[src/rtl/fpu_seq_pkg.sv]
// rtl/fpu_seq_pkg.sv - shared types and constants for the FP op sequencer
package fpu_seq_pkg;

    typedef enum logic [1:0] {
        IDLE = 2'd0,
        EXEC = 2'd1,
        WB   = 2'd2,
        ILL  = 2'd3
    } seq_state_t;

    localparam logic [6:0] F7_FADD = 7'b0000000;
    localparam logic [6:0] F7_FSUB = 7'b0000100;
    localparam logic [6:0] F7_FMUL = 7'b0001000;
    localparam logic [6:0] F7_FDIV = 7'b0001100;

    localparam logic [2:0] FRM_DYN = 3'b111;

    localparam int NV = 4;
    localparam int DZ = 3;
    localparam int OF = 2;
    localparam int UF = 1;
    localparam int NX = 0;

    function automatic logic f7_legal(input logic [6:0] f7);
        return (f7 == F7_FADD) || (f7 == F7_FSUB) || (f7 == F7_FMUL) || (f7 == F7_FDIV);
    endfunction

endpackage

[src/rtl/fpu_frm_resolve.sv]
// rtl/fpu_frm_resolve.sv - resolves dynamic rounding mode and flags reserved encodings
module fpu_frm_resolve
    import fpu_seq_pkg::*;
(
    input  logic [2:0] req_frm_i,
    input  logic [2:0] fcsr_frm_i,
    output logic [2:0] frm_o,
    output logic       frm_illegal_o
);

    assign frm_o         = (req_frm_i == FRM_DYN) ? fcsr_frm_i : req_frm_i;
    // 101/110 are reserved, and 111 after resolution means fcsr itself held DYN
    assign frm_illegal_o = (frm_o == 3'b101) || (frm_o == 3'b110) || (frm_o == 3'b111);

endmodule

[src/rtl/fpu_op_sequencer.sv]
// rtl/fpu_op_sequencer.sv - holds FP op operands for a per-op latency, then writes back
// Optional: FPU_SEQ_PIPELINE_EN accepts the next request during WB/ILL.
module fpu_op_sequencer
    import fpu_seq_pkg::*;
#(
    parameter int ADD_LAT = 2,
    parameter int MUL_LAT = 3,
    parameter int DIV_LAT = 12,
    parameter int CNT_W   = 4
) (
    input  logic        clk,
    input  logic        n_rst,
    input  logic        req_valid,
    output logic        req_ready,
    input  logic [6:0]  req_funct_7,
    input  logic [4:0]  req_rs1,
    input  logic [4:0]  req_rs2,
    input  logic [4:0]  req_rd,
    input  logic [2:0]  req_frm,
    input  logic [2:0]  fcsr_frm,
    input  logic [31:0] fpu_out,
    input  logic [4:0]  fpu_flags,
    input  logic        flags_clr,
    output logic [4:0]  f_rs1,
    output logic [4:0]  f_rs2,
    output logic [6:0]  funct_7,
    output logic [2:0]  frm,
    output logic        wb_valid,
    output logic [4:0]  wb_rd,
    output logic [31:0] f_w_data,
    output logic        f_ready,
    output logic [4:0]  f_flags,
    output logic        illegal,
    output logic        busy
);

    seq_state_t       state_q, state_d;
    logic [CNT_W-1:0] cnt_q, cnt_d;
    logic [CNT_W-1:0] lat_cnt;
    logic [4:0]       rs1_q, rs2_q, rd_q;
    logic [6:0]       f7_q;
    logic [2:0]       frm_q;
    logic [4:0]       flags_q;
    logic [2:0]       frm_res;
    logic             frm_ill;
    logic             accept;

    fpu_frm_resolve u_frm_resolve (
        .req_frm_i     (req_frm),
        .fcsr_frm_i    (fcsr_frm),
        .frm_o         (frm_res),
        .frm_illegal_o (frm_ill)
    );

`ifdef FPU_SEQ_PIPELINE_EN
    assign req_ready = (state_q == IDLE) || (state_q == WB) || (state_q == ILL);
`else
    assign req_ready = (state_q == IDLE);
`endif
    assign accept = req_valid && req_ready;

    always_comb begin
        lat_cnt = CNT_W'(ADD_LAT - 1);
        if (req_funct_7 == F7_FMUL) lat_cnt = CNT_W'(MUL_LAT - 1);
        if (req_funct_7 == F7_FDIV) lat_cnt = CNT_W'(DIV_LAT - 1);
    end

    always_comb begin
        state_d = state_q;
        cnt_d   = cnt_q;
        case (state_q)
            EXEC: begin
                if (cnt_q == '0) state_d = WB;
                else             cnt_d   = cnt_q - CNT_W'(1);
            end
            WB, ILL: state_d = IDLE;
            default: ;
        endcase
        // An accepted request overrides the WB/ILL->IDLE return when pipelined
        if (accept) begin
            if (!f7_legal(req_funct_7) || frm_ill) begin
                state_d = ILL;
            end else begin
                state_d = EXEC;
                cnt_d   = lat_cnt;
            end
        end
    end

    always_ff @(posedge clk) begin
        if (n_rst) begin
            state_q <= IDLE;
            cnt_q   <= '0;
            rs1_q   <= '0;
            rs2_q   <= '0;
            rd_q    <= '0;
            f7_q    <= '0;
            frm_q   <= '0;
            flags_q <= '0;
        end else begin
            state_q <= state_d;
            cnt_q   <= cnt_d;
            if (accept) begin
                rs1_q <= req_rs1;
                rs2_q <= req_rs2;
                rd_q  <= req_rd;
                f7_q  <= req_funct_7;
                frm_q <= frm_res;
            end
            if (state_q == WB)  flags_q <= (flags_clr ? 5'b0 : flags_q) | fpu_flags;
            else if (flags_clr) flags_q <= '0;
        end
    end

    assign f_rs1    = rs1_q;
    assign f_rs2    = rs2_q;
    assign funct_7  = f7_q;
    assign frm      = frm_q;
    assign wb_valid = (state_q == WB);
    assign f_ready  = wb_valid;
    assign wb_rd    = wb_valid ? rd_q : 5'b0;
    assign f_w_data = wb_valid ? fpu_out : 32'b0;
    assign f_flags  = flags_q;
    assign illegal  = (state_q == ILL);
    assign busy     = (state_q != IDLE);

endmodule

[config.mk]
export PLATFORM = sky130hd
export DESIGN_NAME = fpu_op_sequencer
export DESIGN_NICKNAME = d
export VERILOG_FILES = /design/src/rtl/fpu_seq_pkg.sv /design/src/rtl/fpu_frm_resolve.sv /design/src/rtl/fpu_op_sequencer.sv
export SDC_FILE = /design/constraint.sdc
export NUM_CORES = 1
export LEC_CHECK = 0
export BUFFER_PORTS_ARGS = -buffer_cell sky130_fd_sc_hd__buf_2
export CAP_MARGIN = 10
export CORE_ASPECT_RATIO = 0.6
export CORE_UTILIZATION = 30
export DETAILED_ROUTE_END_ITERATION = 8
export GPL_TIMING_DRIVEN = 0
export PLACE_DENSITY = 0.74
export SLEW_MARGIN = 20
export SYNTH_ARGS = -nofsm -noshare
export SYNTH_HDL_FRONTEND = slang
export SYNTH_SLANG_ARGS = --single-unit
[constraint.sdc]
create_clock -name clk -period 2 [get_ports clk]
set_input_delay 0.4 -clock clk [delete_from_list [all_inputs] [get_ports clk]]
set_output_delay 0.4 -clock clk [all_outputs]
set_load 0.05 [all_outputs]
==> results of run 1 <==
==> worst max-delay path, cell delays in order (launching register included) <==
cell	delay (ns)
dfxtp_2	0.39
nor2b_4	0.22
clkbuf_2	0.20
and2_1	0.14
buf_2	0.25
==> metal layers <==
layer	share of wire [%]	up-vias	GRT usage (%)
li1	-	997	-
met1	43	886	20.6
met2	47	82	31.3
met3	8.3	9	5.85
met4	1.9	0	5.97
met5	0	-	0
==> flip-flops by register name, indices dropped and copies added (netlist names) <==
signal and flops:
cnt_q 4, f_flags 5, f_rs1 5, f_rs2 5, frm 3, funct_7 7
rd_q 5, state_q 2
==> stage by stage <==
stage / power, mW / util [%]
finish: 1.94 / 49.8
floorplan: 1.25 / -
detailed placement: 1.44 / 46.8
global route: 2.05 / 49.8
global placement: 1.43 / 46.8
CTS: 1.97 / 49.7
==> final cells by class <==
type                       count  share of cell area (%)
clock inverter                 3                   0.725
tap                           66                    3.19
timing repair buffer         135                    27.8
clock buffer                   5                    2.66
sequential                    36                    27.9
antenna                        1                  0.0966
buffer                        13                    2.22
multi-input combinational    168                    34.8
inverter                       4                   0.580
==> power groups by stage <==
stage,logic [mW],registers [mW],clock network (mW)
5_1_grt,0.693,0.792,0.565
3_3_place_gp,0.629,0.798,0
6_report,0.647,0.787,0.510
2_1_floorplan,0.331,0.914,0
4_1_cts,0.651,0.786,0.535
3_5_place_dp,0.634,0.801,0
==> logic make-up after synthesis <==
group | count (synthesis) | synth area share, %
multiplexers | 1 | 0.674
flip-flops | 36 | 43.1
XOR/XNOR | 1 | 0.524
buffers and inverters | 17 | 4.04
AO/OA/AOI/OAI | 43 | 14.0
AND/OR/NAND/NOR | 122 | 36.9
adder cells (fa/ha/maj) | 1 | 0.748
==> repair_timing <==
item / in CTS / in global routing
pin swaps: 0 / 0
setup buffers: 1 / 0
resized for setup: 22 / 1
endpoints found under the setup margin: 39 / 38
==> layout by cell type (no fill, tap or decap), types with 4 or more instances in the layout <==
cell      instances
clkbuf_2          4
and2_1           29
nor2b_1           6
clkbuf_8          5
dfxtp_1          35
inv_1             4
nand2_1          54
a21oi_1          33
clkbuf_1          7
and2_2            9
buf_2           117
buf_4            19
nor2_1           13
==> worst paths after layout <==
check | from | to | slack [ns] | cells past startpoint
max | state_q[1]$_SDFFE_PP0P_ | f_w_data[17] | 0.11 | 4
min | req_rs2[1] | f_rs2[1]$_SDFFE_PP0P_ | 0.34 | 3
max reg2reg | state_q[0]$_SDFFE_PP0P_ | cnt_q[0]$_SDFF_PP0_ | 0.34 | 5
min reg2reg | rd_q[0]$_SDFFE_PP0P_ | rd_q[0]$_SDFFE_PP0P_ | 0.45 | 2
==> summary.txt, run 1 <==
Status
  – Status: finished, violations left
  – Failing checks: design-rule violations

Logic synthesis
  – Count leader, synth: nand2_1
  – Async SR Flop Fraction: 0%
  – Number of synthesized flops with an enable pin: 0
  – Post-Syn Area: 1670 um^2
  – Cells after synthesis: 221
  – Area leader, netlist: dfxtp_1
  – Synth top cells by count: nand2_1 (54), and2_1 (38), dfxtp_1 (36)
  – Synth area leaders: dfxtp_1 (43%), and2_1 (14%), nand2_1 (12%)
  – Syn Nets: 291
  – Main flop type after synthesis: dfxtp_1
  – Synth top area share: 43.1%
  – YS warnings: 0
  – Register bit total from synthesis: 36
  – Mean Syn Cell Area: 7.56 um^2
  – Number of library cell types mapped by synthesis: 28
  – Post-synthesis sequential area ratio: 43.1%

Place
  – RePlAce Congestion: 0.861
  – DP Wirelength: 4.13 mm
  – DP Worst Slack: -0.0878 ns
  – IO buf count: 134
  – Placed Area: 2440 um^2
  – Dpl cells: 421

Worst setup path
  – Worst setup SP type: flop
  – Worst path arrival time: 1.49 ns
  – Required @ worst endpoint: 1.60 ns
  – Critical Path Fanout Max: 10
  – Setup Crit Path Kind: flop to output pin
  – CP Capture Type: output pin

Die
  – Core Box Area: 5200 um^2
  – Die Y: 59.8 um
  – # rows: 20
  – Die Width: 98.4 um
  – Die footprint: 5880 um^2
  – Initial Util: 32.1%
  – I/O Pins: 136

Clock tree
  – Total CTS buffers: 5
  – CTS max path bufs: 2
  – Clk sinks: 36
  – Clock Latency Late Sink: 0.29 ns
  – CTS clk-pin slew, worst paths: 0.08 ns
  – Root buf cell: clkbuf_8
  – H-tree depth: 2
  – Hold Buf Count CTS: 0
  – TritonCTS clock tree: built

Finish
  – Layout cell share with drive strength beyond 1: 44.8%
  – Fin area: 2590 um^2
  – Filler cells: 545
  – Fin cells: 431
  – Area delta synth->final: 54.9%
  – Nets: 433
  – Area taken by multi-input logic gates: 902 um^2
  – FF+latch area: 722 um^2

Timing
  – Final worst path period share: 94.5%
  – Final hold viol count: 0
  – Max-slew violation count: 0
  – Worst Clk Skew: 0.0113 ns
  – Setup TNS: 0 ns
  – Slew HR: 62.5%
  – Worst-margin pin slew: 0.562 ns
  – Worst hold slack: 0.343 ns
  – Tmin final: 1.89 ns
  – RSZ-0062 raised after global routing: no
  – Final setup vio count: 0
  – Max frequency: 529 MHz
  – Fin worst setup slack: 0.110 ns

Global route
  – Largest net degree at the start of global routing: 13
  – Grt total ovfl: 0
  – Vias in the first global route: 1,730
  – First-pass GRT wire length: 8.00 mm
  – Antenna violations before repair: 1
  – Total GRT Usage: 17.7%

Power and ir drop
  – Internal: 1.19 mW
  – Power Density: 751 nW/um^2
  – P_sw: 0.752 mW
  – Switching share of power: 38.7%
  – Logic gate share of total power: 33.3%
  – Pleak: 1.32 nW
  – Max VDD drop: 0.355 mV
  – Clock power share: 26.2%
  – Reg power frac: 40.5%

Detailed routing
  – Drt wl/cell: 12.1 um
  – Detail-routed via count per cell: 4.58
  – Routed WL: 5.22 mm
  – Post-route ant nets: 0
  – Drt initial violations: 56
  – First-pass DRT Iterations: 6
  – Drt drc: 11
  – Vias: 1,974

Job
  – Max Cap Viol: 0

Min path
  – Min-delay worst type: primary input to flop
Note: power is estimated with default switching activity, not from simulation.
==> run 2, diff against run 1 <==
Settings changed: CORE_UTILIZATION 30 to 39, PLACE_DENSITY 0.74 to 0.9.
==> run 2 against run 1 <==
- wire length fell by 5.3%
- via count fell by 1.5%
- critical path type unchanged
- the run now ends clean
- worst setup slack got worse by 0.044 ns
- global-route usage rose by 2.9 points
- fmax fell by 2.3%
- non-clock buffer count rose by 1
==> summary.txt, run 2 (synthesized netlist as in run 1, its figures left out) <==
Place
  – IO buf count: 134
  – RePlAce Congestion: 0.730
  – Placed Area: 2430 um^2
  – DP Wirelength: 3.82 mm
  – DP Worst Slack: -0.0745 ns

Detailed routing
  – Drt initial violations: 38
  – First-pass DRT Iterations: 4
  – Drt wl/cell: 11.6 um
  – Drt drc: 0
  – Post-route ant nets: 0
  – Routed WL: 4.95 mm
  – Detail-routed via count per cell: 4.57
  – Vias: 1,944

Clock tree
  – Clk sinks: 36
  – Total CTS buffers: 5
  – H-tree depth: 2
  – Root buf cell: clkbuf_8
  – TritonCTS clock tree: built
  – Clock Latency Late Sink: 0.29 ns
  – CTS clk-pin slew, worst paths: 0.07 ns
  – CTS max path bufs: 2

Timing
  – Final setup vio count: 0
  – Worst Clk Skew: 0.0101 ns
  – Tmin final: 1.93 ns
  – Max frequency: 517 MHz
  – Worst-margin pin slew: 0.493 ns
  – Slew HR: 67.1%
  – Final hold viol count: 0
  – Fin worst setup slack: 0.0658 ns
  – Max-slew violation count: 0
  – Final worst path period share: 96.7%

Die
  – I/O Pins: 136
  – Initial Util: 40.8%
  – Die Y: 52.7 um
  – Core Box Area: 4100 um^2
  – Die footprint: 4560 um^2
  – Die Width: 86.5 um
  – # rows: 18

Status
  – Status: completed

Global route
  – Most Crowded Layer GR: met2
  – Total GRT Usage: 20.5%
  – Grt total ovfl: 0
  – Met3 usage: 8.03%
  – Met1 Track Usage GR: 22.3%
  – Largest net degree at the start of global routing: 13
  – Routing usage on met2: 37.7%
  – Vias in the first global route: 1,623
  – Antenna violations before repair: 0
  – First-pass GRT wire length: 7.04 mm

Finish
  – Fin area: 2630 um^2
  – Layout cell share with drive strength beyond 1: 44.9%
  – Area delta synth->final: 57.6%
  – Commonest non-fill, non-tap cell in the layout: buf_2
  – Most frequent cells in the layout: buf_2 (110), nand2_1 (54), dfxtp_1 (35), a21oi_1 (33), and2_1 (29)
  – Filler cells: 379
  – # diodes: 0
  – Largest register FFs: 7
  – Area taken by multi-input logic gates: 902 um^2
  – Nets: 434
  – FF+latch area: 722 um^2

Worst setup path
  – CP Capture Type: output pin
  – Setup Crit Path Kind: flop to output pin
  – Worst path arrival time: 1.53 ns
  – Worst setup SP type: flop
  – Critical Path Fanout Max: 10
  – Required @ worst endpoint: 1.60 ns

Power and ir drop
  – Power Density: 785 nW/um^2
  – Reg power frac: 38.1%
  – P_sw: 0.743 mW
  – Pleak: 1.32 nW
  – Internal: 1.32 mW
  – Logic gate share of total power: 31.5%
  – Switching share of power: 36.0%
  – Clock power share: 30.3%
  – Max VDD drop: 0.464 mV

Min path
  – Min-delay worst type: primary input to flop

Job
  – Max Cap Viol: 0
run 2: changes by cell type in the layout (fill, tap and decap cells not counted), sizes merged:
cell and delta:
clkinv -2, clkbuf +24, buf -23, clkinvlp +1
diode -1, bufinv +1
run 2: path summary, 6_finish.rpt:
kind,slack (ns),to,cells after the start,from
max,0.07,f_w_data[6],4,state_q[1]$_SDFFE_PP0P_
min,0.34,cnt_q[0]$_SDFF_PP0_,2,req_funct_7[3]
max reg2reg,0.35,funct_7[0]$_SDFFE_PP0P_,4,state_q[0]$_SDFFE_PP0P_
min reg2reg,0.45,rd_q[0]$_SDFFE_PP0P_,2,rd_q[0]$_SDFFE_PP0P_
run 2: cell type report:
type                    instances  area share (%)
repair buffers                136            28.5
well taps                      60            2.85
inverters                       4           0.570
clock inverters                 3            1.62
clock buffers                   5            2.61
multi-input cells             168            34.3
plain buffers                  13            2.19
flip-flops and latches         36            27.4
run 2: routing by layer:
| metal | part of all wire (%) | vias up |
|---|---|---|
| met1 | 41 | 855 |
| li1 | - | 998 |
| met5 | 0 | - |
| met2 | 49 | 83 |
| met4 | 1.3 | 0 |
| met3 | 8.1 | 8 |
run 2: repair_timing:
action	CTS	global route
hold buffers	0	0
buffers inserted	2	0
pin swaps	0	0
endpoints found under the setup margin	39	31
resized for setup	6	28
run 2: worst max-delay path, cell delays in order (launching register included):
cell and delay [ns]:
dfxtp_2 0.39, nor2b_4 0.23, clkbuf_2 0.21, and2_1 0.16
buf_2 0.26
run 2: power by group through the flow:
stage               registers (mW)  logic (mW)  clock network [mW]
finish                       0.788       0.651               0.627
global route                 0.793       0.696               0.675
CTS                          0.788       0.637               0.641
detailed placement           0.802       0.628                   0
global placement             0.799       0.619                   0
floorplan                    0.914       0.331                   0
run 2: per-stage QoR:
| step | power (mW) | instances | TNS [ns] | utilization [%] | hold WS (ns) |
|---|---|---|---|---|---|
| 3_3_place_gp | 1.42 | 415 | -1.23 | 59.3 | 0.436 |
| 3_5_place_dp | 1.43 | 415 | -0.809 | 59.3 | 0.443 |
| 4_1_cts | 2.07 | 425 | 0 | 62.7 | 0.338 |
| 5_1_grt | 2.16 | 425 | -0.0355 | 64.3 | 0.340 |
| 2_1_floorplan | 1.25 | 221 | 0 | - | 0.432 |
| 6_report | 2.07 | 425 | 0 | 64.3 | 0.344 |
